===== src/rtl/one_bit_full_adder_if.sv =====
// Operand/result bundle for one_bit_full_adder.
// carry_cnt exists only when ONE_BIT_FULL_ADDER_CARRY_CNT_EN is defined.
interface one_bit_full_adder_if #(
   parameter int unsigned CNT_W = 16
);
   logic a;
   logic b;
   logic c_in;
   logic in_valid;
   logic sum;
   logic c_out;
   logic out_valid;
`ifdef ONE_BIT_FULL_ADDER_CARRY_CNT_EN
   logic [CNT_W-1:0] carry_cnt;

   modport master (
      output a, b, c_in, in_valid,
      input  sum, c_out, out_valid, carry_cnt
   );

   modport slave (
      input  a, b, c_in, in_valid,
      output sum, c_out, out_valid, carry_cnt
   );
`else
   modport master (
      output a, b, c_in, in_valid,
      input  sum, c_out, out_valid
   );

   modport slave (
      input  a, b, c_in, in_valid,
      output sum, c_out, out_valid
   );
`endif
endinterface


===== src/rtl/one_bit_full_adder.sv =====
// Single-bit full adder with optional output register (REG_OUT) and an optional
// saturating carry-event counter enabled by ONE_BIT_FULL_ADDER_CARRY_CNT_EN.
module one_bit_full_adder #(
   parameter int unsigned REG_OUT = 1,
   parameter int unsigned CNT_W   = 16
) (
   input  logic                  clk,
   input  logic                  rst,
   one_bit_full_adder_if.slave   bus
);

   // Combinational core: {c_out, sum} = a + b + c_in
   logic sum_c;
   logic c_out_c;

   always_comb begin
      sum_c   = bus.a ^ bus.b ^ bus.c_in;
      c_out_c = (bus.a & bus.b) | (bus.a & bus.c_in) | (bus.b & bus.c_in);
   end

   generate
      if (REG_OUT != 0) begin : g_reg
         logic sum_q;
         logic c_out_q;
         logic out_valid_q;

         // Result loads only on qualified inputs; valid tracks in_valid each cycle
         always_ff @(posedge clk or posedge rst) begin
            if (rst) begin
               sum_q       <= 1'b0;
               c_out_q     <= 1'b0;
               out_valid_q <= 1'b0;
            end else begin
               out_valid_q <= bus.in_valid;
               if (bus.in_valid) begin
                  sum_q   <= sum_c;
                  c_out_q <= c_out_c;
               end
            end
         end

         assign bus.sum       = sum_q;
         assign bus.c_out     = c_out_q;
         assign bus.out_valid = out_valid_q;
      end else begin : g_comb
         // Data ignores reset here; only the valid flag is suppressed
         assign bus.sum       = sum_c;
         assign bus.c_out     = c_out_c;
         assign bus.out_valid = bus.in_valid & ~rst;
      end
   endgenerate

`ifdef ONE_BIT_FULL_ADDER_CARRY_CNT_EN
   localparam logic [CNT_W-1:0] CNT_MAX = '1;

   logic [CNT_W-1:0] cnt_q;

   // Counts qualified results that produce a carry, saturating at all-ones
   always_ff @(posedge clk or posedge rst) begin
      if (rst) begin
         cnt_q <= '0;
      end else if (bus.in_valid && c_out_c && (cnt_q != CNT_MAX)) begin
         cnt_q <= cnt_q + CNT_W'(1);
      end
   end

   assign bus.carry_cnt = cnt_q;
`endif

endmodule


===== src/flat_wrapper.sv =====
// flat-port wrapper written by rule: the top's interface ports become plain ports
module one_bit_full_adder_flat 
#(
   parameter int unsigned REG_OUT = 1,
   parameter int unsigned CNT_W   = 16
)
  (clk, rst, bus_a, bus_b, bus_c_in, bus_in_valid, bus_sum, bus_c_out, bus_out_valid);
  one_bit_full_adder_if #(.CNT_W(CNT_W)) bus_i ();
  input  logic clk;
  input  logic rst;
  input wire logic [$bits(bus_i.a)-1:0] bus_a;
  input wire logic [$bits(bus_i.b)-1:0] bus_b;
  input wire logic [$bits(bus_i.c_in)-1:0] bus_c_in;
  input wire logic [$bits(bus_i.in_valid)-1:0] bus_in_valid;
  output wire logic [$bits(bus_i.sum)-1:0] bus_sum;
  output wire logic [$bits(bus_i.c_out)-1:0] bus_c_out;
  output wire logic [$bits(bus_i.out_valid)-1:0] bus_out_valid;
  assign bus_i.a = bus_a;
  assign bus_i.b = bus_b;
  assign bus_i.c_in = bus_c_in;
  assign bus_i.in_valid = bus_in_valid;
  assign bus_sum = bus_i.sum;
  assign bus_c_out = bus_i.c_out;
  assign bus_out_valid = bus_i.out_valid;
  one_bit_full_adder #(.REG_OUT(REG_OUT), .CNT_W(CNT_W)) u_core (.clk(clk), .rst(rst), .bus(bus_i));
endmodule

===== config.mk =====
export PLATFORM = sky130hd
export DESIGN_NAME = one_bit_full_adder_flat
export DESIGN_NICKNAME = d
export VERILOG_FILES = /design/src/rtl/one_bit_full_adder_if.sv /design/src/rtl/one_bit_full_adder.sv /design/src/flat_wrapper.sv
export SDC_FILE = /design/constraint.sdc
export NUM_CORES = 1
export LEC_CHECK = 0
export CAP_MARGIN = 30
export CELL_PAD_IN_SITES_DETAIL_PLACEMENT = 1
export CELL_PAD_IN_SITES_GLOBAL_PLACEMENT = 2
export CORE_AREA = 2 2 39 41
export DETAILED_ROUTE_END_ITERATION = 7
export DIE_AREA = 0 0 41 43
export PLACE_DENSITY_LB_ADDON = 0.3
export SYNTH_ARGS = -nofsm -noshare
export SYNTH_HDL_FRONTEND = slang
export SYNTH_SLANG_ARGS = --single-unit

===== constraint.sdc =====
create_clock -name clk -period 1.6 [get_ports clk]
set_input_delay 0.4 -clock clk [delete_from_list [all_inputs] [get_ports clk]]
set_output_delay 0.4 -clock clk [all_outputs]
set_load 0.005 [all_outputs]

==> results of run 1 <==
## registers in the layout, summed over array words and instances (netlist names)
signal                flops
u_core.bus.c_out          1
u_core.bus.out_valid      1
u_core.bus.sum            1
## path summary, 6_finish.rpt
path,to,startpoint,cells after the start
max,bus_c_out,u_core.bus.c_out$_DFFE_PP0P_,1
min,u_core.bus.sum$_DFFE_PP0P_,rst,2
max reg2reg,u_core.bus.c_out$_DFFE_PP0P_,u_core.bus.c_out$_DFFE_PP0P_,1
min reg2reg,u_core.bus.sum$_DFFE_PP0P_,u_core.bus.sum$_DFFE_PP0P_,1
max in group asynchronous,u_core.bus.out_valid$_DFF_PP0_,rst,2
min in group clk,u_core.bus.sum$_DFFE_PP0P_,u_core.bus.sum$_DFFE_PP0P_,1
## power by group
group	leakage [nW]	total (mW)	internal [mW]	switching, mW
Clock	0.0150	0.134	0.0935	0.0404
Sequential	0.0350	0.0906	0.0859	0.00469
Combinational	0.0518	0.0478	0.0348	0.0130
## synthesized netlist by cell type (all sizes together)
cell type  number
dfrtp           3
mux2            2
fa              1
inv             1
## area by class of cell
cell class              count  area share, %
multi-input cells           3           17.2
repair buffers              8           32.3
well taps                  16           8.08
clock buffers               4           10.6
flip-flops and latches      3           30.3
inverters                   1           1.52
## metal layers
metal / GRT usage, % / up-vias / wire, µm
li1: - / 46 / -
met3: 5.76 / 0 / 86
met1: 6.54 / 45 / 134
met4: 4.00 / 0 / 0
met2: 5.31 / 11 / 110
met5: 0 / - / 0
## metrics by stage
step | setup WS [ns] | std cells | power [mW]
floorplan | 0.374 | 7 | 0.103
global placement | -0.113 | 31 | 0.139
detailed placement | -0.102 | 31 | 0.141
CTS | 0.0934 | 35 | 0.282
global route | 0.0671 | 35 | 0.295
finish | 0.113 | 35 | 0.272
## logic make-up after synthesis
family,count (synthesis),synth area share [%]
buf+inv,1,3.09
fa+ha+maj,1,16.5
flops,3,61.9
mux,2,18.6
==> results.tsv, run 1 <==
metric	value	unit
crit_chain	clkdlybuf4s50_1	
synth_area	121	µm²
p_leak	0.102	nW
placed_area	221	µm²
hold_buffers	0	
drt_iter0_markers	0	
final.period_utilization	92.9	%
grt_antenna_before_repair	0	
layout_commonest_cell	clkdlybuf4s50_1	
io_buffers	8	
rows	14	
fmax	672	MHz
rsz0062_at_grt	no	
clkSinkCount	3	
cts_resized	0	
yosys_register_bits	3	
worstMarginPinSlew	0.126	ns
place_congestion	0.564	
dr_total_vias	102	
netlist.area_leader.share	61.9	%
most-common-layout-cells	clkdlybuf4s50_1 (8), clkbuf_4 (3), dfrtp_1 (3)	
clk_pin_slew_worst_paths	0.04	ns
slew_headroom	91.6	%
finalSetupViolCount	0	
required	1.20	ns
nNetsFinal	27	
synth_warnings	0	
finalCriticalPeriod	1.49	ns
status	complete, no violations	
syn_to_final_growth	104	%
initial_core_util	8.77	%
wl_per_cell	9.49	µm
fin_util	17.9	%
cellPowerDensity	1100	nW/µm²
ys_seq_area_share	61.9	%
antenna_left	0	
synth_top_area_cell	dfrtp_1	
post_cts.repair.setup_buffers	0	
critPathKind	flip-flop to output pin	
grt_start_max_net_pins	4	
antenna_cells	0	
max_stage_delay	0.51	ns
slew_viol_final	0	
tritoncts	yes	
reg2reg_slack	0.85	ns
via_per_inst	2.91	
finalClockSkew	0	ns
grt-ovfl-total	0	
cts-buffers-inserted	3	
crit_path_top_delay_cell	clkdlybuf4s50_1	
core_area	1380	µm²
worstPathMaxFanout	2	
die_h	43	µm
track_usage	5.45	%
synth_cells	7	
cts_root_buf	clkbuf_4	
io_pins	9	
cp_top_family	buffers and inverters	
hold_viol	0	
synth_cell_types	4	
grt_pass1_vias	134	
synth_area_leaders	dfrtp_1 (62%), mux2_2 (19%), fa_1 (16%), inv_1 (3.1%)	
die_area	1760	µm²
syn_avg_cell_area	17.3	µm²
crit_path_start_kind	flip-flop	
cp_data_arrival_time	1.09	ns
grt_first_pass_wirelength	586	µm
cts_htree_levels	1	
cap_violations	0	
drive_gt1_share	26.3	%
irDropWorstVdd	0.272	mV
multiInputGateArea	42.5	µm²
syn_nets	14	
seqCellArea	75.1	µm²
hold_class	primary input to async pin	
drc_errors	0	
die_w	41	µm
wl	332	µm
hold_ws	0.344	ns
first_pass_iters	1	
end_kind	output pin	
clock_latency	0.23	ns
setup_tns	0	ns
num-fill-cells	153	
design_area	248	µm²
clockBufferDepth	2	
crit_buf_inv	1	
No activity file was read; power rests on OpenSTA's default activity.
==> inputs of run 2 (changes only) <==
==> constraint.sdc (replaced) <==
create_clock -name clk -period 1.41 [get_ports clk]
set_input_delay 0.3525 -clock clk [delete_from_list [all_inputs] [get_ports clk]]
set_output_delay 0.3525 -clock clk [all_outputs]
set_load 0.005 [all_outputs]
==> run 2 against run 1 <==
Net effect: global-route usage up 0.20 points; sequential power rose by 13%; non-clock buffer count stayed put; count of clock-buffer cells in the layout unchanged; die area unchanged; clock power is 16% higher; highest routed layer is now met4; sequential cell count is the same; setup slack worse by 0.086 ns; critical path depth grew 2; critical endpoint is now u_core.bus.sum$_DFFE_PP0P_; cell count unchanged; sequential share of layout area is 0.30 points lower; via count rose by 2.0%.
==> results.tsv, run 2 (synthesis gave the netlist of run 1 again) <==
metric	value	unit	change
status	complete, no violations		
crit_path_start_kind	primary input		
initial_core_util	8.77	%	unchanged
die_area	1760	µm²	unchanged
dr_total_vias	104		+2.0%
grt_start_max_net_pins	4		unchanged
p_leak	0.123	nW	+21%
hold_class	primary input to async pin		
die_w	41	µm	unchanged
rsz0062_at_grt	no		
first_pass_iters	2		+1
slew_viol_final	0		unchanged
required	1.53	ns	+0.33 ns
place_congestion	0.621		+10%
post_cts.repair.setup_buffers	0		unchanged
cts_root_buf	clkbuf_4		
num-fill-cells	158		+3.3%
final.period_utilization	98.1	%	
drive_gt1_share	26.3	%	unchanged
drt_iter0_markers	5		+5
track_usage	5.65	%	+0.20 points
multiInputGateArea	42.5	µm²	unchanged
slew_headroom	92.5	%	+0.90 points
clkSinkCount	3		unchanged
grt_pass1_vias	121		-9.7%
worstPathMaxFanout	1		-1
clock_latency	0.24	ns	about the same
io_buffers	8		unchanged
nNetsFinal	27		unchanged
cts-buffers-inserted	3		unchanged
irDropWorstVdd	0.181	mV	-33%
antenna_cells	0		unchanged
cts_htree_levels	1		unchanged
via_per_inst	2.97		+2.0%
met3_usage	5.76	%	unchanged
finalCriticalPeriod	1.38	ns	
hold_viol	0		unchanged
grt_first_pass_wirelength	531	µm	-9.4%
grt-busiest-layer	met4		
finalClockSkew	0	ns	unchanged
end_kind	flip-flop		
core_area	1380	µm²	unchanged
grt_antenna_before_repair	0		unchanged
p_total	0.303	mW	+11%
cellPowerDensity	1210	nW/µm²	+10%
wl_per_cell	8.37	µm	-12%
grt-ovfl-total	0		unchanged
setup_tns	0	ns	unchanged
ff2ff_path_depth	1		unchanged
drc_errors	0		unchanged
critPathKind	primary input to flip-flop		
worstMarginPinSlew	0.113	ns	-0.0134 ns
cp_data_arrival_time	1.50	ns	+0.41 ns
seqCellArea	75.1	µm²	unchanged
wl	293	µm	-12%
die_h	43	µm	unchanged
clk_pin_slew_worst_paths	0.04	ns	about the same
io_pins	9		unchanged
grt.met2_usage	4.38	%	-0.94 points
syn_to_final_growth	106	%	
antenna_left	0		unchanged
grtUsageMet1	5.21	%	-1.3 points
rows	14		unchanged
finalSetupViolCount	0		unchanged
layout_commonest_cell	clkdlybuf4s50_1		
fmax	723	MHz	
clockBufferDepth	2		unchanged
most-common-layout-cells	clkdlybuf4s50_1 (4), clkbuf_4 (3), dfrtp_1 (3)		
cap_violations	0		unchanged
tritoncts	yes		
run 2: cell types whose count changed in the layout (fill, tap and decap cells not counted):
cell / before / now
dlymetal6s2s_1: 0 / 2
clkdlybuf4s50_1: 8 / 4
dlygate4sd2_1: 0 / 2
run 2: per-stage QoR:
stage / cell area [µm²] / instances / utilization (%) / worst slack, ns / hold WS (ns)
final: 250 / 35 / 18.1 / 0.0273 / 0.289
after global routing: 250 / 35 / 18.1 / 0.000540 / 0.299
after CTS: 245 / 35 / 17.7 / 0.00568 / 0.283
after detailed placement: 221 / 31 / 16.0 / -0.235 / 0.506
after global placement: 221 / 31 / 16.0 / -0.246 / 0.501
after floorplan: 121 / 7 / - / 0.232 / 0.106
run 2: path summary, 6_finish.rpt:
path | startpoint | to | slack, ns
worst max-delay path | bus_b | u_core.bus.sum$_DFFE_PP0P_ | 0.03
worst min-delay path | rst | u_core.bus.out_valid$_DFF_PP0_ | 0.29
worst max register to register | u_core.bus.c_out$_DFFE_PP0P_ | u_core.bus.c_out$_DFFE_PP0P_ | 0.67
worst min register to register | u_core.bus.sum$_DFFE_PP0P_ | u_core.bus.sum$_DFFE_PP0P_ | 0.50
max in group asynchronous | rst | u_core.bus.sum$_DFFE_PP0P_ | 1.00
min in group clk | u_core.bus.sum$_DFFE_PP0P_ | u_core.bus.sum$_DFFE_PP0P_ | 0.50
run 2: per-layer routing:
layer	part of all wire (%)	vias up
met3	27	4
met2	24	11
met1	38	42
met5	0	-
met4	10	0
li1	-	47
run 2: worst max-delay path, cell delays in order:
cell and delay (ns):
clkdlybuf4s50_1 0.48, fa_1 0.41, mux2_2 0.26
run 2: area by class of cell:
| type | instances | area share, % |
|---|---|---|
| Sequential cell | 3 | 30.0 |
| Multi-Input combinational cell | 3 | 17.0 |
| Timing Repair Buffer | 8 | 33.0 |
| Inverter | 1 | 1.50 |
| Tap cell | 16 | 8.00 |
| Clock buffer | 4 | 10.5 |
run 2: report_power, final:
| part | internal (mW) | switching (mW) |
|---|---|---|
| clock network | 0.106 | 0.0494 |
| logic | 0.0316 | 0.0137 |
| registers | 0.0973 | 0.00436 |
run 2: what timing repair did:
action | 4_1_cts | 5_1_grt
hold buffers | 0 | 0
setup endpoints to repair | 2 | 2
gates resized for setup | 2 | 2
